## src/rtl/if_id_queue_if.sv

```systemverilog
// Handshake and data bundle between fetch, the IF/ID queue and decode.
// The queue takes the slave side; the surrounding pipeline (or a bench) takes master.
interface if_id_queue_if;
    logic        in_valid;
    logic        in_ready;
    logic [31:0] Instr;
    logic [31:0] PC;
    logic        in_bd;
    logic [4:0]  in_excode;
    logic        out_valid;
    logic        out_ready;
    logic [31:0] IR_D;
    logic [31:0] PC_D;
    logic [31:0] PC4_D;
    logic [31:0] PC8_D;
    logic        BD_D;
    logic [4:0]  excode_D;

    modport master (
        output in_valid, Instr, PC, in_bd, in_excode, out_ready,
        input  in_ready, out_valid, IR_D, PC_D, PC4_D, PC8_D, BD_D, excode_D
    );

    modport slave (
        input  in_valid, Instr, PC, in_bd, in_excode, out_ready,
        output in_ready, out_valid, IR_D, PC_D, PC4_D, PC8_D, BD_D, excode_D
    );
endinterface

```

## src/rtl/if_id_queue.sv

```systemverilog
// DEPTH-entry fetch-to-decode instruction queue with valid/ready on both sides,
// flush on redirect, and reserved-instruction detection merged into the head exception code.
module if_id_queue #(
    parameter int DEPTH    = 2,
    parameter bit RI_CHECK = 1'b1
) (
    input  logic          clk,
    input  logic          reset,
    input  logic          flush,
    if_id_queue_if.slave  bus
);

    localparam int PTR_W = (DEPTH > 1) ? $clog2(DEPTH) : 1;
    localparam int CNT_W = $clog2(DEPTH + 1);
    localparam logic [PTR_W-1:0] LAST_PTR = PTR_W'(DEPTH - 1);
    localparam logic [CNT_W-1:0] FULL_CNT = CNT_W'(DEPTH);
    localparam logic [4:0]       EXC_RI   = 5'd10;

    typedef struct packed {
        logic [31:0] instr;
        logic [31:0] pc;
        logic        bd;
        logic [4:0]  excode;
    } entry_t;

    entry_t           mem [DEPTH];
    logic [PTR_W-1:0] wr_ptr;
    logic [PTR_W-1:0] rd_ptr;
    logic [CNT_W-1:0] count;
    logic             push;
    logic             pop;
    entry_t           head;

    function automatic logic [PTR_W-1:0] bump(input logic [PTR_W-1:0] p);
        return (p == LAST_PTR) ? '0 : p + 1'b1;
    endfunction

    // Decoder coverage: anything outside this set raises RI when it reaches the head.
    function automatic logic is_supported(input logic [31:0] w);
        logic [5:0] op;
        logic [4:0] rs;
        logic [4:0] rt;
        logic [5:0] funct;
        logic       ok;
        op    = w[31:26];
        rs    = w[25:21];
        rt    = w[20:16];
        funct = w[5:0];
        ok    = 1'b0;
        case (op)
            6'h00: begin
                case (funct)
                    6'h08, 6'h09, 6'h21, 6'h23, 6'h20, 6'h22, 6'h00, 6'h02,
                    6'h03, 6'h04, 6'h06, 6'h07, 6'h24, 6'h25, 6'h26, 6'h27,
                    6'h2A, 6'h2B, 6'h18, 6'h19, 6'h1A, 6'h1B, 6'h10, 6'h12,
                    6'h11, 6'h13: ok = 1'b1;
                    default:      ok = 1'b0;
                endcase
            end
            6'h01:                                          ok = (rt == 5'h00) || (rt == 5'h01);
            6'h02, 6'h03, 6'h04, 6'h05, 6'h06, 6'h07:       ok = 1'b1;
            6'h0F, 6'h0D, 6'h08, 6'h09, 6'h0C, 6'h0E,
            6'h0A, 6'h0B, 6'h23, 6'h20, 6'h24, 6'h21,
            6'h25, 6'h2B, 6'h29, 6'h28:                     ok = 1'b1;
            6'h10:                                          ok = (rs == 5'h00) || (rs == 5'h04) || (w == 32'h4200_0018);
            default:                                        ok = 1'b0;
        endcase
        return ok;
    endfunction

    assign bus.in_ready  = (count != FULL_CNT);
    assign bus.out_valid = (count != '0);
    assign push          = bus.in_valid && bus.in_ready;
    assign pop           = bus.out_valid && bus.out_ready;

    // Reset and flush both clear the pointers, dropping any same-cycle push or pop.
    always_ff @(posedge clk) begin
        if (reset || flush) begin
            wr_ptr <= '0;
            rd_ptr <= '0;
            count  <= '0;
        end else begin
            if (push) wr_ptr <= bump(wr_ptr);
            if (pop)  rd_ptr <= bump(rd_ptr);
            case ({push, pop})
                2'b10:   count <= count + 1'b1;
                2'b01:   count <= count - 1'b1;
                default: count <= count;
            endcase
        end
    end

    always_ff @(posedge clk) begin
        if (push && !reset && !flush) begin
            mem[wr_ptr] <= '{instr: bus.Instr, pc: bus.PC, bd: bus.in_bd, excode: bus.in_excode};
        end
    end

    // The storage array is never reset, so an empty queue must mask it to a bubble.
    always_comb begin
        head = '0;
        if (bus.out_valid) head = mem[rd_ptr];
    end

    assign bus.IR_D  = head.instr;
    assign bus.PC_D  = head.pc;
    assign bus.PC4_D = head.pc + 32'd4;
    assign bus.PC8_D = head.pc + 32'd8;
    assign bus.BD_D  = head.bd;

    always_comb begin
        bus.excode_D = 5'd0;
        if (head.excode != 5'd0) begin
            bus.excode_D = head.excode;
        end else if (RI_CHECK && bus.out_valid && !is_supported(head.instr)) begin
            bus.excode_D = EXC_RI;
        end
    end

endmodule
```

## src/flat_wrapper.sv

```systemverilog
// flat-port wrapper written by rule: the top's interface ports become plain ports
module if_id_queue_flat 
#(
    parameter int DEPTH    = 2,
    parameter bit RI_CHECK = 1'b1
)
  (clk, reset, flush, bus_in_valid, bus_Instr, bus_PC, bus_in_bd, bus_in_excode, bus_out_ready, bus_in_ready, bus_out_valid, bus_IR_D, bus_PC_D, bus_PC4_D, bus_PC8_D, bus_BD_D, bus_excode_D);
  if_id_queue_if bus_i ();
  input  logic clk;
  input  logic reset;
  input  logic flush;
  input wire logic [$bits(bus_i.in_valid)-1:0] bus_in_valid;
  input wire logic [$bits(bus_i.Instr)-1:0] bus_Instr;
  input wire logic [$bits(bus_i.PC)-1:0] bus_PC;
  input wire logic [$bits(bus_i.in_bd)-1:0] bus_in_bd;
  input wire logic [$bits(bus_i.in_excode)-1:0] bus_in_excode;
  input wire logic [$bits(bus_i.out_ready)-1:0] bus_out_ready;
  output wire logic [$bits(bus_i.in_ready)-1:0] bus_in_ready;
  output wire logic [$bits(bus_i.out_valid)-1:0] bus_out_valid;
  output wire logic [$bits(bus_i.IR_D)-1:0] bus_IR_D;
  output wire logic [$bits(bus_i.PC_D)-1:0] bus_PC_D;
  output wire logic [$bits(bus_i.PC4_D)-1:0] bus_PC4_D;
  output wire logic [$bits(bus_i.PC8_D)-1:0] bus_PC8_D;
  output wire logic [$bits(bus_i.BD_D)-1:0] bus_BD_D;
  output wire logic [$bits(bus_i.excode_D)-1:0] bus_excode_D;
  assign bus_i.in_valid = bus_in_valid;
  assign bus_i.Instr = bus_Instr;
  assign bus_i.PC = bus_PC;
  assign bus_i.in_bd = bus_in_bd;
  assign bus_i.in_excode = bus_in_excode;
  assign bus_i.out_ready = bus_out_ready;
  assign bus_in_ready = bus_i.in_ready;
  assign bus_out_valid = bus_i.out_valid;
  assign bus_IR_D = bus_i.IR_D;
  assign bus_PC_D = bus_i.PC_D;
  assign bus_PC4_D = bus_i.PC4_D;
  assign bus_PC8_D = bus_i.PC8_D;
  assign bus_BD_D = bus_i.BD_D;
  assign bus_excode_D = bus_i.excode_D;
  if_id_queue #(.DEPTH(DEPTH), .RI_CHECK(RI_CHECK)) u_core (.clk(clk), .reset(reset), .flush(flush), .bus(bus_i));
endmodule
```

## config.mk

```make
export PLATFORM = sky130hd
export DESIGN_NAME = if_id_queue_flat
export DESIGN_NICKNAME = d
export VERILOG_FILES = /design/src/rtl/if_id_queue_if.sv /design/src/rtl/if_id_queue.sv /design/src/flat_wrapper.sv
export SDC_FILE = /design/constraint.sdc
export NUM_CORES = 1
export LEC_CHECK = 0
export CAP_MARGIN = 20
export CORE_ASPECT_RATIO = 0.5
export CORE_UTILIZATION = 25
export DETAILED_ROUTE_END_ITERATION = 10
export PLACE_DENSITY_LB_ADDON = 0.1
export SYNTH_ARGS = -nofsm -noshare
export SYNTH_HDL_FRONTEND = slang
export SYNTH_SLANG_ARGS = --single-unit
export TNS_END_PERCENT = 20
```

## constraint.sdc

```tcl
create_clock -name clk -period 18.6 [get_ports clk]
set_input_delay 1.86 -clock clk [delete_from_list [all_inputs] [get_ports clk]]
set_output_delay 1.86 -clock clk [all_outputs]
set_load 0.005 [all_outputs]
```

==> results of run 1 <==
## through the flow
step / setup WS (ns) / hold slack [ns] / power, mW / instance area [µm²] / instances
after floorplan: 8.74 / 0.518 / 0.415 / 6950 / 525
after global placement: 12.78 / 0.526 / 0.474 / 9410 / 1091
after detailed placement: 12.71 / 0.531 / 0.474 / 9410 / 1091
after CTS: 12.22 / 0.544 / 0.830 / 10000 / 1123
after global routing: 11.93 / 0.556 / 0.849 / 10000 / 1123
final: 12.32 / 0.547 / 0.817 / 10000 / 1123
## synthesized netlist by cell type (8+ instances only)
cell type	number	share of area [%]
buf_4	9	0.97
mux2i_1	66	9.5
nor2_2	13	1.2
edfxtp_1	140	61
nor3_1	18	1.3
nand4_1	8	0.72
xnor2_1	44	5.5
a21oi_1	9	0.65
nor4_1	8	0.72
nor2_1	67	3.6
nand3_1	23	1.7
xor2_1	16	2.0
nand2_1	28	1.5
## final timing paths
path / from / endpoint / slack, ns / cells past startpoint
setup / recovery: u_core.count[0]$_SDFFE_PP0P_ / bus_PC4_D[26] / 12.32 / 11
hold / removal: u_core.rd_ptr$_SDFFE_PP0P_ / flip-flop / 0.55 / 2
setup reg to reg: u_core.count[0]$_SDFFE_PP0P_ / u_core.count[1]$_SDFFE_PP0P_ / 15.46 / 8
hold reg to reg: u_core.rd_ptr$_SDFFE_PP0P_ / flip-flop / 0.55 / 2
## registers in the layout, summed over array words and instances, names as in the netlist, named ones only
| name | flops |
|---|---|
| u_core.wr_ptr | 1 |
| u_core.rd_ptr | 1 |
| u_core.mem | 140 |
| u_core.count | 2 |
## power groups by stage
| stage | logic, mW | clock network, mW | registers, mW |
|---|---|---|---|
| final | 0.0974 | 0.351 | 0.368 |
| after global routing | 0.105 | 0.375 | 0.369 |
| after CTS | 0.0997 | 0.362 | 0.368 |
| after detailed placement | 0.0992 | 0 | 0.375 |
| after global placement | 0.0989 | 0 | 0.375 |
| after floorplan | 0.0392 | 0 | 0.376 |
## critical path, cell delays in order (launching register included)
cell             delay [ns]
dfxtp_1                0.37
nor2_4                 0.54
buf_4                  0.67
inv_1                  0.39
nand2_1                0.37
inv_1                  0.16
ha_1                   0.26
nand3_1                0.20
nor2_1                 0.15
nand3_1                0.13
xnor2_1                0.12
clkdlybuf4s50_1        0.52
## final cells by class
type | instances | area share (%)
clock buffers | 17 | 4.25
clock inverters | 15 | 1.82
inverters | 7 | 0.262
multi-input cells | 350 | 24.6
flip-flops and latches | 145 | 43.0
well taps | 374 | 4.67
repair buffers | 215 | 21.4
## cells by family after synthesis
kind of cell,after synthesis,synth area share (%)
AOI/OAI and AO/OA,23,2.09
and+or+nand+nor,194,14.9
xor gates and xnor gates,60,7.56
muxes,70,10.2
adders and majority gates,3,0.540
DFF,145,61.9
buffers and inverters,30,2.77
## routing by layer
| metal | vias to the layer above | GRT usage (%) | wire length (µm) |
|---|---|---|---|
| li1 | 2355 | - | - |
| met1 | 2389 | 16.8 | 8480 |
| met2 | 78 | 25.0 | 10400 |
| met3 | 12 | 3.80 | 623 |
| met4 | 0 | 3.87 | 183 |
| met5 | - | 0 | 0 |
==> flow_summary.yaml, run 1 <==
finish:
  fin_util_pct: 37.3
  fillers: 2616
  seqCellArea_um2: 4310
  final_common_cell: "clkdlybuf4s50_1"
  n_antenna_cell: 0
  layout_common_cells: "210 x clkdlybuf4s50_1, 140 x edfxtp_1, 67 x nor2_1"
  final_layout_size_suffix_gt1_share_pct: 9.48
  nNetsFinal: 814
  synthToLayoutAreaGrowth_pct: 44.2
  multiInputGateArea_um2: 2470
clock_tree:
  cts_tree: "built"
  clkTransAtPathRegs_ns: 0.06
  insertion_delay_ns: 0.43
  cts_root_buffer: "clkbuf_16"
  clock-sinks: 145
  cts_buffers: 17
  cts_max_level: 4
  clock_tree.buffer_depth: 2
  post_cts_buffers: 0
  cts_hold_repair.buffers: 0
  cts_resized: 0
timing:
  rsz0062_at_grt: "false"
  tns_ns: 0
  finalCriticalPeriod_ns: 6.28
  hold_violations: 0
  finalCritPeriodShare_pct: 33.7
  slew_headroom_pct: 29.3
  finalClockSkew_ns: 0.00492
  drv_slew: 0
  worst_pin_slew_ns: 1.06
  setup_viol: 0
  fmax_mhz: 159
yosys:
  synth_nets: 603
  yosysSeqAreaShare_pct: 61.9
  avgSynthCellArea_um2: 13.2
  synthArstFlopShare_pct: 0
  yosysWarnings: 0
  synth_seq_cells: 145
  synthFlopType: "edfxtp_1"
  synth_edf_count: 140
  ys_types: 44
  syn_inst: 525
  netlist_area_um2: 6950
flow_run:
  cap_violations: 0
die:
  io_pins: 211
  initial_core_util_pct: 25.9
  die-area_um2: 28500
  coreArea_um2: 26900
  fp.dieW_um: 238
  rows: 42
  die_y_um: 120
status:
  run_status: "finished, final reports clean"
grt:
  antenna_found_initial: 0
  grt_pass1_vias: 4921
  grtUsageTotal_pct: 14.1
  overflow: 0
  grt_pass1_wl_mm: 29.4
  grt_max_degree: 71
pwr:
  power_switching_share_pct: 22.7
  seqPwrFrac_pct: 45.1
  leakagePower_nw: 3.16
  switchingPower_uw: 186
  pwr-share-clk_pct: 43.0
  pwr-share-comb_pct: 11.9
  power.internal_uw: 631
  powerDensity_nw_per_um2: 81.5
  ir_drop_v: 0.0000611
drt:
  wl_per_cell_um: 17.5
  vias_per_cell: 4.30
  dr.pass1.iters: 4
  num_vias: 4834
  drc_errors: 0
  wirelength_mm: 19.7
  drt_iter0_markers: 281
  antenna_left: 0
hold_path:
  hold_path_class: "reg -> reg"
place:
  port_buffers: 210
  hpwl_mm: 14.2
  gp_congestion: 0.802
worst_setup_path:
  critical_path_class: "reg -> out"
  cp_data_required_time_ns: 16.74
  critPathCaptureType: "output port"
  critPathMaxFanout: 65
  start_kind: "flip-flop"
  crit_arrival_ns: 4.42
Note: power is estimated with default switching activity, not from simulation.
==> inputs of run 2 (changes only) <==
==> constraint.sdc (replaced) <==
create_clock -name clk -period 5.32 [get_ports clk]
set_input_delay 0.532 -clock clk [delete_from_list [all_inputs] [get_ports clk]]
set_output_delay 0.532 -clock clk [all_outputs]
set_load 0.005 [all_outputs]
==> run 2 against run 1 <==
Critical path depth is 1 lower; power grew to 3.4 times the previous value; sequential cell count stayed put; clock skew is 0.0019 ns higher; setup slack worse by 11 ns; non-clock buffer count stayed put; via count is 0.48% higher; routed wire length is 0.42% lower; largest power group unchanged; largest cell class unchanged; highest routed layer unchanged; clock power grew to 3.4 times the previous value; first-iteration DRC count is 18% lower.
==> flow_summary.yaml, run 2 (synthesis gave the netlist of run 1 again) <==
timing:
  drv_slew: 0
  finalClockSkew_ns: 0.00677
  worst_pin_slew_ns: 1.05
  setup_viol: 0
  fmax_mhz: 229
  hold_violations: 0
  rsz0062_at_grt: "false"
  tns_ns: 0
  finalCriticalPeriod_ns: 4.37
  finalCritPeriodShare_pct: 82.1
  worst_slack_ns: 0.954
  slew_headroom_pct: 30.1
pwr:
  pwr-share-comb_pct: 12.2
  powerDensity_nw_per_um2: 281
  power_switching_share_pct: 22.0
  power.internal_mw: 2.19
  p_total_mw: 2.81
  leakagePower_nw: 3.15
  ir_drop_v: 0.000183
  switchingPower_uw: 618
  seqPwrFrac_pct: 45.9
  pwr-share-clk_pct: 42.0
grt:
  grt_pass1_vias: 5083
  antenna_found_initial: 1
  overflow: 0
  grtUsageTotal_pct: 14.2
  grt_pass1_wl_mm: 29.5
  grt_max_degree: 71
clock_tree:
  cts_hold_repair.buffers: 0
  clock_tree.buffer_depth: 2
  cts_resized: 0
  clkTransAtPathRegs_ns: 0.06
  cts_max_level: 4
  insertion_delay_ns: 0.43
  clock-sinks: 145
  cts_root_buffer: "clkbuf_16"
  post_cts_buffers: 0
  cts_tree: "built"
  cts_buffers: 17
worst_setup_path:
  critPathCaptureType: "output port"
  critPathMaxFanout: 37
  crit_arrival_ns: 3.83
  cp_data_required_time_ns: 4.79
  startpoint: "u_core.count[0]$_SDFFE_PP0P_"
  reg2reg_depth: 4
  start_kind: "flip-flop"
  timing.rr.start: "u_core.count[0]$_SDFFE_PP0P_"
  critical_path_class: "reg -> out"
die:
  io_pins: 211
  die-area_um2: 28500
  fp.dieW_um: 238
  rows: 42
  initial_core_util_pct: 25.9
  coreArea_um2: 26900
  die_y_um: 120
drt:
  num_vias: 4857
  wl_met3_um: 658
  vias_per_cell: 4.33
  drc_errors: 0
  wirelength_mm: 19.6
  antenna_left: 0
  drt_iter0_markers: 231
  route.top_layer_used: "met4"
  m1WireLength_mm: 8.30
  wl_met2_mm: 10.4
  wl_per_cell_um: 17.5
  dr.pass1.iters: 6
flow_run:
  cap_violations: 0
place:
  port_buffers: 210
  pre_cts_slack_ns: 1.33
  place_area_um2: 9430
  hpwl_mm: 13.9
  gp_congestion: 0.734
finish:
  fillers: 2642
  nNetsFinal: 814
  synthToLayoutAreaGrowth_pct: 44.0
  regMostFlops: "u_core.mem"
  largest_reg_flops: 140
  fin_area_um2: 10000
  reg_top3: "u_core.mem (140), u_core.count (2)"
  fin_util_pct: 37.3
  final_common_cell: "clkdlybuf4s50_1"
  layout_common_cells: "210 x clkdlybuf4s50_1, 140 x edfxtp_1, 67 x nor2_1"
  final_layout_size_suffix_gt1_share_pct: 8.96
hold_path:
  hold_path_class: "reg -> reg"
  whs_path_depth: 2
  hold_start: "u_core.rd_ptr$_SDFFE_PP0P_"
status:
  run_status: "finished, final reports clean"
[run 2: power groups by stage]
stage	combinational [mW]	clock, mW	sequential (mW)
after global routing	0.369	1.26	1.29
final	0.342	1.18	1.29
after global placement	0.347	0	1.31
after detailed placement	0.349	0	1.31
after floorplan	0.137	0	1.31
after CTS	0.351	1.22	1.29
[run 2: path summary, 6_finish.rpt]
kind | to | slack (ns)
min | flip-flop | 0.55
min reg2reg | flip-flop | 0.55
max reg2reg | u_core.mem[1][17]$_DFFE_PP_ | 3.05
max | bus_PC4_D[23] | 0.95
[run 2: final cells by class]
| type | instances | area [µm²] | share of cell area [%] |
|---|---|---|---|
| antenna | 1 | 2.50 | 0.0250 |
| clock buffer | 18 | 429 | 4.29 |
| clock inverter | 13 | 145 | 1.45 |
| inverter | 7 | 26.3 | 0.263 |
| multi-input combinational | 350 | 2480 | 24.8 |
| sequential | 145 | 4310 | 43.0 |
| tap | 374 | 468 | 4.68 |
| timing repair buffer | 215 | 2150 | 21.5 |
[run 2: stage by stage]
stage,std cells,hold slack (ns)
2_1_floorplan,525,0.518
3_3_place_gp,1091,0.531
3_5_place_dp,1091,0.534
4_1_cts,1122,0.542
5_1_grt,1123,0.583
6_report,1123,0.547
[run 2: per-layer routing]
metal | track usage [%] | up-vias
li1 | - | 2359
met1 | 16.7 | 2399
met2 | 25.2 | 82
met3 | 3.38 | 17
met4 | 5.00 | 0
met5 | 0 | -
[run 2: critical path: stages, from the launching register on]
cell and delay, ns:
dfxtp_1 0.45, nor2_4 0.06, buf_4 0.27, nor2_1 0.38, ha_1 0.27, nor4b_4 0.39, nand4_4 0.22, nor3_4 0.42
nor3b_2 0.27, xor2_1 0.16, clkdlybuf4s50_1 0.51
==> inputs of run 3 (changes only) <==
==> constraint.sdc (replaced) <==
create_clock -name clk -period 3.8 [get_ports clk]
set_input_delay 0.38 -clock clk [delete_from_list [all_inputs] [get_ports clk]]
set_output_delay 0.38 -clock clk [all_outputs]
set_load 0.005 [all_outputs]
==> run 3 against run 2 <==
Register-to-register slack lost 1.4 ns; global-route usage increased by 0.081 points; sequential power grew 40%; non-clock buffer count grew 25; sequential cell count did not move; first-iteration DRC count shrank 5.6%; clock-buffer cell count increased by 1; core utilization rose by 1.1 points; critical path type unchanged; worst hold slack got worse by 0.018 ns; combinational power is 49% higher.
==> flow_summary.yaml, run 3 (synthesis gave the netlist of run 1 again) <==
finish:
  final_common_cell: "clkdlybuf4s50_1"
  nNetsFinal: 839
  regMostFlops: "u_core.mem"
  synthToLayoutAreaGrowth_pct: 48.4
  largest_reg_flops: 140
  fillers: 2609
  fin_area_um2: 10300
  final_cells: 1149
  final_layout_size_suffix_gt1_share_pct: 12.9
  layout_common_cells: "210 x clkdlybuf4s50_1, 140 x edfxtp_1, 66 x mux2i_1"
  reg_top3: "u_core.mem (140), u_core.count (2)"
timing:
  fmax_mhz: 279
  slew_headroom_pct: 69.1
  rsz0062_at_grt: "true"
  drv_slew: 0
  worst_pin_slew_ns: 0.451
  finalCritPeriodShare_pct: 94.4
  setup_viol: 0
  hold_violations: 0
  finalClockSkew_ns: 0.00733
  finalCriticalPeriod_ns: 3.59
pwr:
  pwr-share-comb_pct: 13.3
  pwr-share-clk_pct: 39.7
  power.internal_mw: 2.95
  powerDensity_nw_per_um2: 371
  seqPwrFrac_pct: 47.1
  power_switching_share_pct: 22.8
  switchingPower_uw: 874
  ir_drop_v: 0.000292
  leakagePower_nw: 3.29
place:
  port_buffers: 210
  hpwl_mm: 14.2
  place_area_um2: 9570
  dp.cells: 1103
  gp_congestion: 0.781
drt:
  wl_per_cell_um: 17.4
  drc_errors: 0
  drt_iter0_markers: 218
  vias_per_cell: 4.30
  dr.pass1.iters: 4
  num_vias: 4936
  wirelength_mm: 20.0
  antenna_left: 0
hold_path:
  worstHoldEndpoint: "u_core.mem[0][63]$_DFFE_PP_"
  whs_path_depth: 1
  hold_start: "bus_Instr[25]"
  hold_path_class: "in -> reg"
die:
  rows: 42
  die-area_um2: 28500
  fp.dieW_um: 238
  coreArea_um2: 26900
  io_pins: 211
  initial_core_util_pct: 25.9
  die_y_um: 120
worst_setup_path:
  reg2reg_depth: 9
  rrSetupSlack_ns: 1.62
  timing.rr.start: "u_core.count[1]$_SDFFE_PP0P_"
  critPathMaxStageDelay_ns: 0.52
  critPathMaxFanout: 59
  cp_cell_sequence: "buf_4, buf_16, nor4_4, a21oi_1, or3_1, a2111oi_4, nand4_1, o21ai_0, clkdlybuf4s50_1"
  worstReg2RegEnd: "u_core.count[1]$_SDFFE_PP0P_"
  critical_path_class: "reg -> out"
  slowest_stage: "clkdlybuf4s50_1"
  critPathCaptureType: "output port"
  start_kind: "flip-flop"
  cp_data_required_time_ns: 3.42
  crit_arrival_ns: 3.21
clock_tree:
  cts_root_buffer: "clkbuf_16"
  cts_max_level: 4
  clkTransAtPathRegs_ns: 0.06
  cts_tree: "built"
  insertion_delay_ns: 0.42
  cts_buffers: 17
  clock-sinks: 145
  clock_tree.buffer_depth: 2
grt:
  grt_pass1_vias: 5052
  overflow: 0
  antenna_found_initial: 1
  grt_max_degree: 71
  grt_pass1_wl_mm: 30.0
  grtUsageTotal_pct: 14.3
status:
  run_status: "finished, final reports clean"
flow_run:
  cap_violations: 0
-- run 3: cell types whose count changed in the layout (fill, tap and decap cells not counted), moves of 3 or more --
cell and change:
buf_4 +20, nor4_1 -4, clkinv_1 +3, buf_12 +3
-- run 3: metrics by stage --
step                setup slack, ns  total power, mW  TNS [ns]  hold slack [ns]  utilization, %
floorplan                     -1.23             2.03    -86.21            0.457               -
global placement              0.238             2.34         0            0.533            35.6
detailed placement            0.256             2.34         0            0.535            35.6
CTS                          0.0626             3.88         0            0.497            37.7
global route                -0.0145             3.97   -0.0341            0.503            38.4
finish                        0.215             3.83         0            0.529            38.4
-- run 3: worst max path at each step --
stage                                       endpoint                          from  slack, ns
after floorplan           u_core.mem[0][0]$_DFFE_PP_  u_core.count[0]$_SDFFE_PP0P_      -1.23
after global placement               bus_excode_D[1]                     flip-flop       0.24
after detailed placement             bus_excode_D[3]                     flip-flop       0.26
after CTS                              bus_PC4_D[21]                     flip-flop       0.06
after global routing                   bus_PC4_D[30]  u_core.count[1]$_SDFFE_PP0P_      -0.01
final                                bus_excode_D[3]                     flip-flop       0.21
-- run 3: final cells by class --
cell class              count  area [µm²]  share of cell area (%)
clock buffers              19         433                    4.20
repair buffers            240        2400                    23.3
well taps                 374         468                    4.54
inverters                   7        26.3                   0.255
flip-flops and latches    145        4310                    41.8
diodes                      1        2.50                  0.0243
multi-input cells         350        2570                    24.9
clock inverters            13        96.3                   0.934
-- run 3: worst max-delay path, delay by kind of cell (launching register included) --
kind	cells	cell delay (ns)
buffers and inverters	3	0.90
DFF	1	0.37
AOI/OAI and AO/OA	3	0.58
and+or+nand+nor	3	0.90
-- run 3: layer usage --
| layer | part of all wire, % | GRT usage, % | vias to the layer above |
|---|---|---|---|
| met5 | 0 | 0 | - |
| met4 | 0.97 | 4.52 | 0 |
| met3 | 3.1 | 3.66 | 14 |
| met2 | 52 | 24.5 | 74 |
| met1 | 44 | 17.5 | 2444 |
| li1 | - | - | 2404 |
-- run 3: what timing repair did --
action | in CTS | in global routing
gates resized for setup | 2 | 14
buffers inserted | 1 | 12
pin swaps | 0 | 6
setup endpoints to repair | 22 | 35
hold buffers | 0 | 0
-- run 3: power by group through the flow --
stage	registers (mW)	logic [mW]	clock network, mW
2_1_floorplan	1.83	0.193	0
3_3_place_gp	1.84	0.506	0
3_5_place_dp	1.84	0.507	0
4_1_cts	1.80	0.512	1.56
5_1_grt	1.80	0.546	1.62
6_report	1.80	0.508	1.52
